**config.mk**
```make
export PLATFORM = sky130hd
export DESIGN_NAME = pc_queue_ctrl
export DESIGN_NICKNAME = d
export VERILOG_FILES = /design/src/rtl/pa_pc_pkg.sv /design/src/rtl/pc_redirect_buf.sv /design/src/rtl/pc_queue_ctrl.sv
export SDC_FILE = /design/constraint.sdc
export NUM_CORES = 1
export LEC_CHECK = 0
export BUFFER_PORTS_ARGS = -buffer_cell sky130_fd_sc_hd__buf_2
export CAP_MARGIN = 20
export CORE_MARGIN = 2
export CORE_UTILIZATION = 40
export DETAILED_ROUTE_END_ITERATION = 12
export GPL_TIMING_DRIVEN = 0
export PLACE_DENSITY = 0.66
export SYNTH_ARGS = -nofsm -noshare
export SYNTH_HDL_FRONTEND = slang
export SYNTH_SLANG_ARGS = --single-unit
```
**constraint.sdc**
```tcl
create_clock -name clk -period 1.58 [get_ports clk]
set_input_delay 0.079 -clock clk [delete_from_list [all_inputs] [get_ports clk]]
set_output_delay 0.079 -clock clk [all_outputs]
set_load 0.02 [all_outputs]
```
**src/rtl/pa_pc_pkg.sv**
```systemverilog
// Shared types for the PA-RISC PC queue: FSM states, defaults and the redirect record.
package pa_pc_pkg;
    localparam int PC_W_DEF = 8;
    localparam int STEP_DEF = 4;
    localparam int PC_W_MAX = 32;

    typedef enum logic [1:0] {IDLE, RUN, HOLD} state_t;

    // Target is held at the widest supported PC; users take the low PC_W bits.
    typedef struct packed {
        logic                valid;
        logic [PC_W_MAX-1:0] target;
        logic                nullify;
    } redirect_t;

    function automatic logic [PC_W_MAX-1:0] align4(input logic [PC_W_MAX-1:0] t);
        return {t[PC_W_MAX-1:2], 2'b00};
    endfunction
endpackage

```
**src/rtl/pc_redirect_buf.sv**
```systemverilog
// Pending-redirect buffer: captures branch targets that cannot be applied yet,
// checks word alignment and selects between the live and buffered redirect.
module pc_redirect_buf
    import pa_pc_pkg::*;
#(
    parameter int PC_W = PC_W_DEF
) (
    input  logic            clk,
    input  logic            rst,
    input  logic            live_taken,
    input  logic            live_nullify,
    input  logic [PC_W-1:0] live_target,
    input  logic            capture_en,
    input  logic            advance,
    output logic            sel_valid,
    output logic [PC_W-1:0] sel_target,
    output logic            sel_nullify,
    output logic            align_err
);
    redirect_t pend;
    redirect_t live_rd;
    redirect_t sel;

    assign live_rd = '{valid:   live_taken,
                       target:  align4(PC_W_MAX'(live_target)),
                       nullify: live_nullify};

    always_ff @(posedge clk or posedge rst) begin
        if (rst) begin
            pend      <= '0;
            align_err <= 1'b0;
        end else begin
            align_err <= live_taken & capture_en & (|live_target[1:0]);
            // Applying any redirect empties the buffer; otherwise newest branch wins.
            if (advance)
                pend <= '0;
            else if (live_taken && capture_en)
                pend <= live_rd;
        end
    end

    assign sel         = live_taken ? live_rd : pend;
    assign sel_valid   = sel.valid;
    assign sel_target  = sel.target[PC_W-1:0];
    assign sel_nullify = sel.nullify;
endmodule

```
**src/rtl/pc_queue_ctrl.sv**
```systemverilog
// PA-RISC PC queue (front/back) with fetch handshake and delayed-branch redirect.
module pc_queue_ctrl
    import pa_pc_pkg::*;
#(
    parameter int              PC_W     = PC_W_DEF,
    parameter logic [PC_W-1:0] RESET_PC = '0,
    parameter int              STEP     = STEP_DEF
) (
    input  logic            clk,
    input  logic            reset,
    input  logic            enable,
    input  logic            fetch_ack,
    input  logic            branch_taken,
    input  logic            branch_nullify,
    input  logic [PC_W-1:0] tag_target,
    output logic            fetch_req,
    output logic [PC_W-1:0] pc_front,
    output logic [PC_W-1:0] pc_back,
    output logic            null_front,
    output logic            align_err
);
    state_t          state, state_nxt;
    logic            advance;
    logic            sel_valid;
    logic [PC_W-1:0] sel_target;
    logic            sel_nullify;

    always_ff @(posedge clk or posedge reset) begin
        if (reset) state <= IDLE;
        else       state <= state_nxt;
    end

    always_comb begin
        state_nxt = state;
        case (state)
            IDLE:    state_nxt = RUN;
            RUN:     state_nxt = enable ? RUN : HOLD;
            HOLD:    state_nxt = enable ? RUN : HOLD;
            default: state_nxt = IDLE;
        endcase
    end

    always_comb begin
        fetch_req = (state == RUN);
    end

    assign advance = (state == RUN) & fetch_ack & enable;

    pc_redirect_buf #(.PC_W(PC_W)) u_rbuf (
        .clk          (clk),
        .rst          (reset),
        .live_taken   (branch_taken),
        .live_nullify (branch_nullify),
        .live_target  (tag_target),
        .capture_en   (state != IDLE),
        .advance      (advance),
        .sel_valid    (sel_valid),
        .sel_target   (sel_target),
        .sel_nullify  (sel_nullify),
        .align_err    (align_err)
    );

    // The delay slot (old pc_back) always moves to the front, redirect or not.
    always_ff @(posedge clk or posedge reset) begin
        if (reset) begin
            pc_front   <= RESET_PC;
            pc_back    <= RESET_PC + PC_W'(STEP);
            null_front <= 1'b0;
        end else if (advance) begin
            pc_front <= pc_back;
            if (sel_valid) begin
                pc_back    <= sel_target;
                null_front <= sel_nullify;
            end else begin
                pc_back    <= pc_back + PC_W'(STEP);
                null_front <= 1'b0;
            end
        end
    end
endmodule

```
==> results of run 1 <==
[Yosys cell counts (all sizes together)]
library cell	number
a211oi	2
a21o	2
a21oi	12
a222oi	1
a311oi	1
a31oi	1
and2	1
and3	2
and4	1
buf	10
clkbuf	2
conb	1
dfrtp	23
dfstp	1
ha	4
inv	4
mux2	1
mux2i	1
nand2	36
nand2b	1
nand3	2
nand3b	3
nor2	8
nor2b	4
nor3	2
o21ai	5
o2bb2ai	1
o311a	1
o31ai	1
or2	1
or3	1
or4	1
[how the worst min path moves through the flow]
stage	startpoint	to	slack, ps	depth (start not counted)
after floorplan	reset	null_front$_DFFE_PP0P_	90	1
after global placement	enable	state[1]$_DFF_PP0_	280	2
after detailed placement	enable	state[1]$_DFF_PP0_	290	2
after CTS	tag_target[2]	u_rbuf.pend[3]$_DFFE_PP0P_	9	3
after global routing	tag_target[2]	u_rbuf.pend[3]$_DFFE_PP0P_	0.5	3
final	tag_target[4]	u_rbuf.pend[5]$_DFFE_PP0P_	5	3
[metal layers]
metal	track usage, %	share of wire [%]	vias to the layer above
met5	0	0	-
met4	7.79	1.9	0
met3	2.40	3.0	9
met2	31.4	57	35
met1	17.5	38	516
li1	-	-	540
[cell type report]
class,instances,area (sq um)
Clock buffer,4,36.3
Tap cell,33,41.3
Timing Repair Buffer,37,228
Buffer,12,75.1
Sequential cell,24,602
Multi-Input combinational cell,100,553
Fill cell,293,1430
Inverter,4,15.0
[registers in the layout, indices dropped and copies added (netlist names)]
name / count
u_rbuf.align_err: 1
pc_back: 6
state: 2
u_rbuf.pend: 8
pc_front: 6
null_front: 1
[timing repair]
action | 4_1_cts | 5_1_grt
hold buffers | 8 | 0
endpoints found under the setup margin | 1 | 10
cloned | 0 | 0
resized for setup | 1 | 4
buffers inserted | 0 | 1
endpoints found under the hold margin | 29 | 0
[power by group]
part | switching, mW | total (mW) | internal, mW | leakage [nW]
logic | 0.719 | 1.22 | 0.499 | 0.470
clock network | 0.183 | 0.324 | 0.141 | 0.0210
registers | 0.229 | 1.13 | 0.903 | 0.296
[logic make-up (layout without fill, tap and decap cells)]
family,after synthesis,in the layout
fa+ha+maj,4,4
flops,24,24
buf+inv,16,57
mux,2,2
compound gates,27,27
simple gates,63,63
other cells,1,4
[worst min-delay path, cell delays in order]
cell,delay (ps)
buf_2,110
nand2_1,50
a21oi_1,50
==> run_results.csv, run 1 <==
group,metric,value,unit
outcome,outcome,"completed",
cts,htree_levels,1,
cts,number_of_clock_buffers_inserted_by_tritoncts,3,
power,peakVddDrop,0.465,mV
synth,synthesis.area,1220,sq um
cells_and_area,synthToLayoutAreaGrowth,26.7,%
placed_design,post_dp_cell_area,1420,sq um
cts,worst_skew_pair.late_latency,320,ps
timing,max_frequency,643,MHz
floorplan,core.rowCount,20,
routing,detail_route.iter0.violations,56,
synth,post_synth_num_cell_types,37,
synth,synth_top_area_cell,"dfrtp_1",
critical_path,crit_cells,4,
cells_and_area,antenna_cells_inserted,0,
critical_path,timing.critical_path.cells,"ha_2 > and3_1 > and4_1 > or4_1",
placed_design,dp.cells,201,
routing,via_count,1100,
timing,finalCriticalPeriod,1560,ps
timing,final.period_utilization,98.4,%
cts,clk_buf_depth,2,
timing,worst_slew_pin_slew,884,ps
cells_and_area,count_of_nets_after_finishing,200,
timing,slack_of_the_critical_path,24.9,ps
floorplan,io-pin-count,33,
cells_and_area,final_cell_area,1550,sq um
floorplan,design.core.area,2980,sq um
synth,seq_area_frac_synth,49.2,%
job,max-cap-violations,0,
synth,netlist_instances,137,
timing,report.final.setup_viol,0,
timing,remaining_max_slew_budget_at_the_tightest_pin,41.0,%
critical_path,arrival,1760,ps
power,p_leak,0.786,nW
critical_path,crit_buf_inv,0,
placed_design,dp_hpwl,1950,microns
critical_path,worstSetupPathType,"flip-flop to flip-flop",
global_routing,grt_antenna_before_repair,0,
floorplan,chipHeight,59.3,microns
critical_path,end_kind,"flip-flop",
critical_path,worst-r2r-cell-count,4,
critical_path,crit_slowest_cell,"or4_1",
global_routing,vias_in_the_first_global_route,1064,
timing,number_of_hold_violations_in_the_final_report,0,
critical_path,path_max_fanout,3,
cells_and_area,most_frequent_standard_cell_in_the_layout_excluding_fill_and_tap_cells,"nand2_1",
cts,root_buffer,"clkbuf_4",
synth,synth-compound-area-share,13.7,%
placed_design,gp_congestion,0.810,
synth,syn_avg_cell_area,8.93,sq um
synth,xor_and_xnor_fraction_of_the_mapped_netlist_area,0,%
cells_and_area,layout.cells.most_common_list,"nand2_1 (36), buf_2 (33), dfrtp_1 (23), a21oi_1 (12)",
hold_path,hold_class,"primary input to flip-flop",
cts,clkSlewWorstSetupHoldPaths,130,ps
synth,synth.top_cell.area_share,47.0,%
global_routing,grt_usage,16.5,%
power,p_per_area,1720,nW/um^2
synth,postSynthRegisterBits,24,
critical_path,reg2reg_from,"state[0]$_DFF_PP0_",
routing,drtPass1Iterations,5,
routing,drt.antenna.violating_nets,0,
routing,remaining_drc_errors,0,
cells_and_area,utilization,52.1,%
routing,post_drt_via_cell_ratio,5.14,
synth,synth.top_cells.by_area,"dfrtp_1 (47%), nand2_1 (11%), a21oi_1 (4.9%)",
critical_path,timing.critical_path.from,"state[0]$_DFF_PP0_",
critical_path,worst_path_dominant_cell_family,"simple AND/OR/NAND/NOR gates",
cells_and_area,proportion_of_layout_cells_with_a_drive_suffix_above_1,28.2,%
timing,unrepaired_setup_endpoints_after_global_routing,"true",
critical_path,worst_setup_path_start_kind,"flip-flop",
global_routing,grt_start_max_net_pins,25,
critical_path,endpoint,"pc_back[7]$_DFFE_PP0P_",
floorplan,die_w,59.3,microns
timing,fin_skew,3.77,ps
synth,synth_simple_gate_area_share,24.2,%
critical_path,worstReg2RegEnd,"pc_back[7]$_DFFE_PP0P_",
critical_path,slowest_delay,490,ps
global_routing,wire_length_of_the_first_global_routing_pass,4420,microns
timing,slew_viol_final,0,
placed_design,place_ws,-37.7,ps
routing,avgRoutedWirePerCell,12.7,microns
floorplan,initial_utilization,41.1,%
placed_design,place.port_buffers,28,
floorplan,die_area,3520,sq um
cts,clock_sinks,24,
cts,tritoncts,"built",
synth,synth_top_family_by_area,"simple AND/OR/NAND/NOR gates",
critical_path,required,1790,ps
power,totalPowerFinal,2.67,mW
cells_and_area,finish.cell_count_without_fillers,214,
timing,timing.setup.tns,0,ps
synth,synth.mux.area_fraction,1.74,%
global_routing,globalRoute.totalOverflow,0,
routing,finalWirelength,2710,microns
synth,synth.yosys.warnings,0,
synth,synth-adder-area-share,4.09,%
timing,final.hold.worst_slack,5.40,ps
critical_path,reg2reg_setup_slack,20,ps
(Power assumes the default switching activity.)
==> inputs of run 2 (changes only) <==
--- a/config.mk
+++ b/config.mk
@@ -12,6 +12,8 @@
 export DETAILED_ROUTE_END_ITERATION = 12
 export GPL_TIMING_DRIVEN = 0
 export PLACE_DENSITY = 0.66
+export SETUP_SLACK_MARGIN = 0.15
+export SKIP_LAST_GASP = 1
 export SYNTH_ARGS = -nofsm -noshare
 export SYNTH_HDL_FRONTEND = slang
 export SYNTH_SLANG_ARGS = --single-unit
==> run_results.csv, run 2 (synthesis results as in run 1) <==
group,metric,value,unit
outcome,outcome,"complete, but fails checks",
outcome,failed_checks,"hold timing",
routing,avgRoutedWirePerCell,12.2,microns
cts,htree_levels,1,
cells_and_area,count_of_nets_after_finishing,207,
routing,drt.antenna.violating_nets,0,
routing,drtPass1Iterations,4,
critical_path,worstReg2RegEnd,"pc_back[7]$_DFFE_PP0P_",
hold_path,hold_class,"primary input to flip-flop",
hold_path,min_delay_worst_endpoint,"u_rbuf.pend[6]$_DFFE_PP0P_",
cts,number_of_clock_buffers_inserted_by_tritoncts,3,
floorplan,die_w,59.3,microns
cts,clock_sinks,24,
power,peakVddDrop,0.572,mV
routing,via_count,1110,
global_routing,grt_antenna_before_repair,0,
routing,remaining_drc_errors,0,
placed_design,gp_congestion,0.808,
critical_path,worstSetupPathType,"flip-flop to flip-flop",
global_routing,globalRoute.totalOverflow,0,
timing,unrepaired_setup_endpoints_after_global_routing,"true",
global_routing,vias_in_the_first_global_route,1075,
routing,finalWirelength,2700,microns
critical_path,end_kind,"flip-flop",
routing,detail_route.iter0.violations,40,
power,clkPwrFrac,9.8,%
cells_and_area,flip_flop_count_of_the_largest_register_after_layout,8,
power,share_comb_of_total_power,50.2,%
cells_and_area,most_frequent_standard_cell_in_the_layout_excluding_fill_and_tap_cells,"nand2_1",
cells_and_area,final-seq-area,602,sq um
timing,worst_slew_pin_slew,911,ps
critical_path,worst_setup_path_start_kind,"flip-flop",
hold_path,min_path_cells,3,
timing,number_of_hold_violations_in_the_final_report,1,
timing,finalCriticalPeriod,1520,ps
critical_path,arrival,1730,ps
placed_design,dp_hpwl,1890,microns
global_routing,grt_start_max_net_pins,25,
cts,worst_skew_pair.late_latency,320,ps
critical_path,slowest_delay,490,ps
cells_and_area,final_cell_area,1680,sq um
placed_design,post_dp_cell_area,1440,sq um
timing,timing.setup.tns,0,ps
cells_and_area,filler_cell_count,286,
power,internal-power,1.67,mW
power,sw_frac_of_total,41.6,%
timing,final.hold.worst_slack,-4.95,ps
floorplan,die_area,3520,sq um
critical_path,required,1790,ps
cells_and_area,multiInputGateArea,597,sq um
critical_path,worst-r2r-cell-count,5,
job,max-cap-violations,0,
timing,remaining_max_slew_budget_at_the_tightest_pin,39.2,%
power,seqPwrFrac,40.1,%
routing,post_drt_via_cell_ratio,5.02,
floorplan,design.core.area,2980,sq um
placed_design,place.port_buffers,28,
cts,clk_buf_depth,2,
hold_path,hold_start,"tag_target[5]",
timing,max_frequency,658,MHz
cells_and_area,layout_top_registers,"u_rbuf.pend: 8 flops, pc_back: 6 flops, pc_front: 6 flops",
floorplan,io-pin-count,33,
critical_path,crit_slowest_cell,"or4_1",
power,p_leak,0.832,nW
critical_path,timing.critical_path.cells,"inv_2 > ha_4 > and3_4 > and4_1 > or4_1",
cells_and_area,antenna_cells_inserted,0,
floorplan,initial_utilization,41.1,%
critical_path,path_max_fanout,3,
power,p_per_area,1700,nW/um^2
cells_and_area,synthToLayoutAreaGrowth,37.0,%
cts,clkSlewWorstSetupHoldPaths,130,ps
cells_and_area,proportion_of_layout_cells_with_a_drive_suffix_above_1,34.6,%
global_routing,wire_length_of_the_first_global_routing_pass,4530,microns
floorplan,chipHeight,59.3,microns
cts,root_buffer,"clkbuf_4",
cts,tritoncts,"built",
timing,slew_viol_final,0,
timing,fin_skew,13.8,ps
critical_path,reg2reg_from,"state[1]$_DFF_PP0_",
floorplan,core.rowCount,20,
critical_path,reg2reg_setup_slack,60,ps
timing,final.period_utilization,96.2,%
cells_and_area,registers.top_by_ff_count,"u_rbuf.pend",
power,p_sw,1.19,mW
cells_and_area,layout.cells.most_common_list,"nand2_1 (35), buf_2 (33), dfrtp_1 (23), buf_4 (11), a21oi_1 (10)",
timing,report.final.setup_viol,0,
global_routing,grt_usage,16.6,%
==> run 2: layout make-up <==
type	count	area share, %
buffer	12	5.52
sequential	24	35.9
tap	33	2.46
timing repair buffer	44	18.1
multi-input combinational	100	35.6
clock buffer	4	1.57
inverter	4	0.896
==> run 2: timing repair <==
item                       in CTS  in global routing
hold endpoints to repair       27                  1
setup endpoints to repair      13                 19
buffers inserted                4                  4
hold buffers                    6                  1
gates cloned                    0                  1
pin swaps                       2                  2
resized for setup               5                 15
==> run 2: how the worst max path moves through the flow <==
| stage | from | to | slack [ps] | cells past startpoint |
|---|---|---|---|---|
| 2_1_floorplan | pc_back[2]$_DFFE_PP1P_ | pc_back[7]$_DFFE_PP0P_ | 80 | 3 |
| 3_3_place_gp | state[0]$_DFF_PP0_ | pc_back[7]$_DFFE_PP0P_ | 100 | 4 |
| 3_5_place_dp | state[1]$_DFF_PP0_ | pc_back[7]$_DFFE_PP0P_ | 50 | 6 |
| 4_1_cts | state[1]$_DFF_PP0_ | pc_back[7]$_DFFE_PP0P_ | 60 | 6 |
| 5_1_grt | state[1]$_DFF_PP0_ | pc_back[7]$_DFFE_PP0P_ | 6 | 5 |
| 6_report | state[1]$_DFF_PP0_ | pc_back[7]$_DFFE_PP0P_ | 60 | 5 |
==> run 2: layer usage <==
| metal | part of all wire (%) | track usage [%] | vias up | wire [microns] |
|---|---|---|---|---|
| li1 | - | - | 552 | - |
| met5 | 0 | 0 | - | 0 |
| met1 | 40 | 19.9 | 520 | 1090 |
| met4 | 1.7 | 5.84 | 0 | 46 |
| met2 | 54 | 30.8 | 33 | 1450 |
| met3 | 4.2 | 1.31 | 5 | 114 |
==> run 2: per-stage QoR <==
| stage | total power [mW] | utilization [%] | setup WS [ps] | cells |
|---|---|---|---|---|
| final | 2.85 | 56.3 | 60.4 | 221 |
| after detailed placement | 2.34 | 48.2 | 50.6 | 201 |
| after global placement | 2.29 | 48.2 | 102 | 201 |
| after CTS | 2.71 | 52.6 | 64.9 | 215 |
| after global routing | 3.10 | 56.3 | 6.15 | 221 |
| after floorplan | 1.98 | - | 77.4 | 140 |
==> run 2: power by group through the flow <==
stage | Clock [mW] | Sequential, mW | Combinational (mW)
after floorplan | 0 | 1.30 | 0.682
after global placement | 0 | 1.13 | 1.16
after detailed placement | 0 | 1.15 | 1.19
after CTS | 0.289 | 1.13 | 1.29
after global routing | 0.307 | 1.19 | 1.61
final | 0.278 | 1.14 | 1.43
==> run 2: critical path: cells and delay by family (launching register included) <==
family / cells / cell delay (ps)
and+or+nand+nor: 3 / 780
adders and majority gates: 1 / 160
buffers and inverters: 1 / 60
DFF: 1 / 390
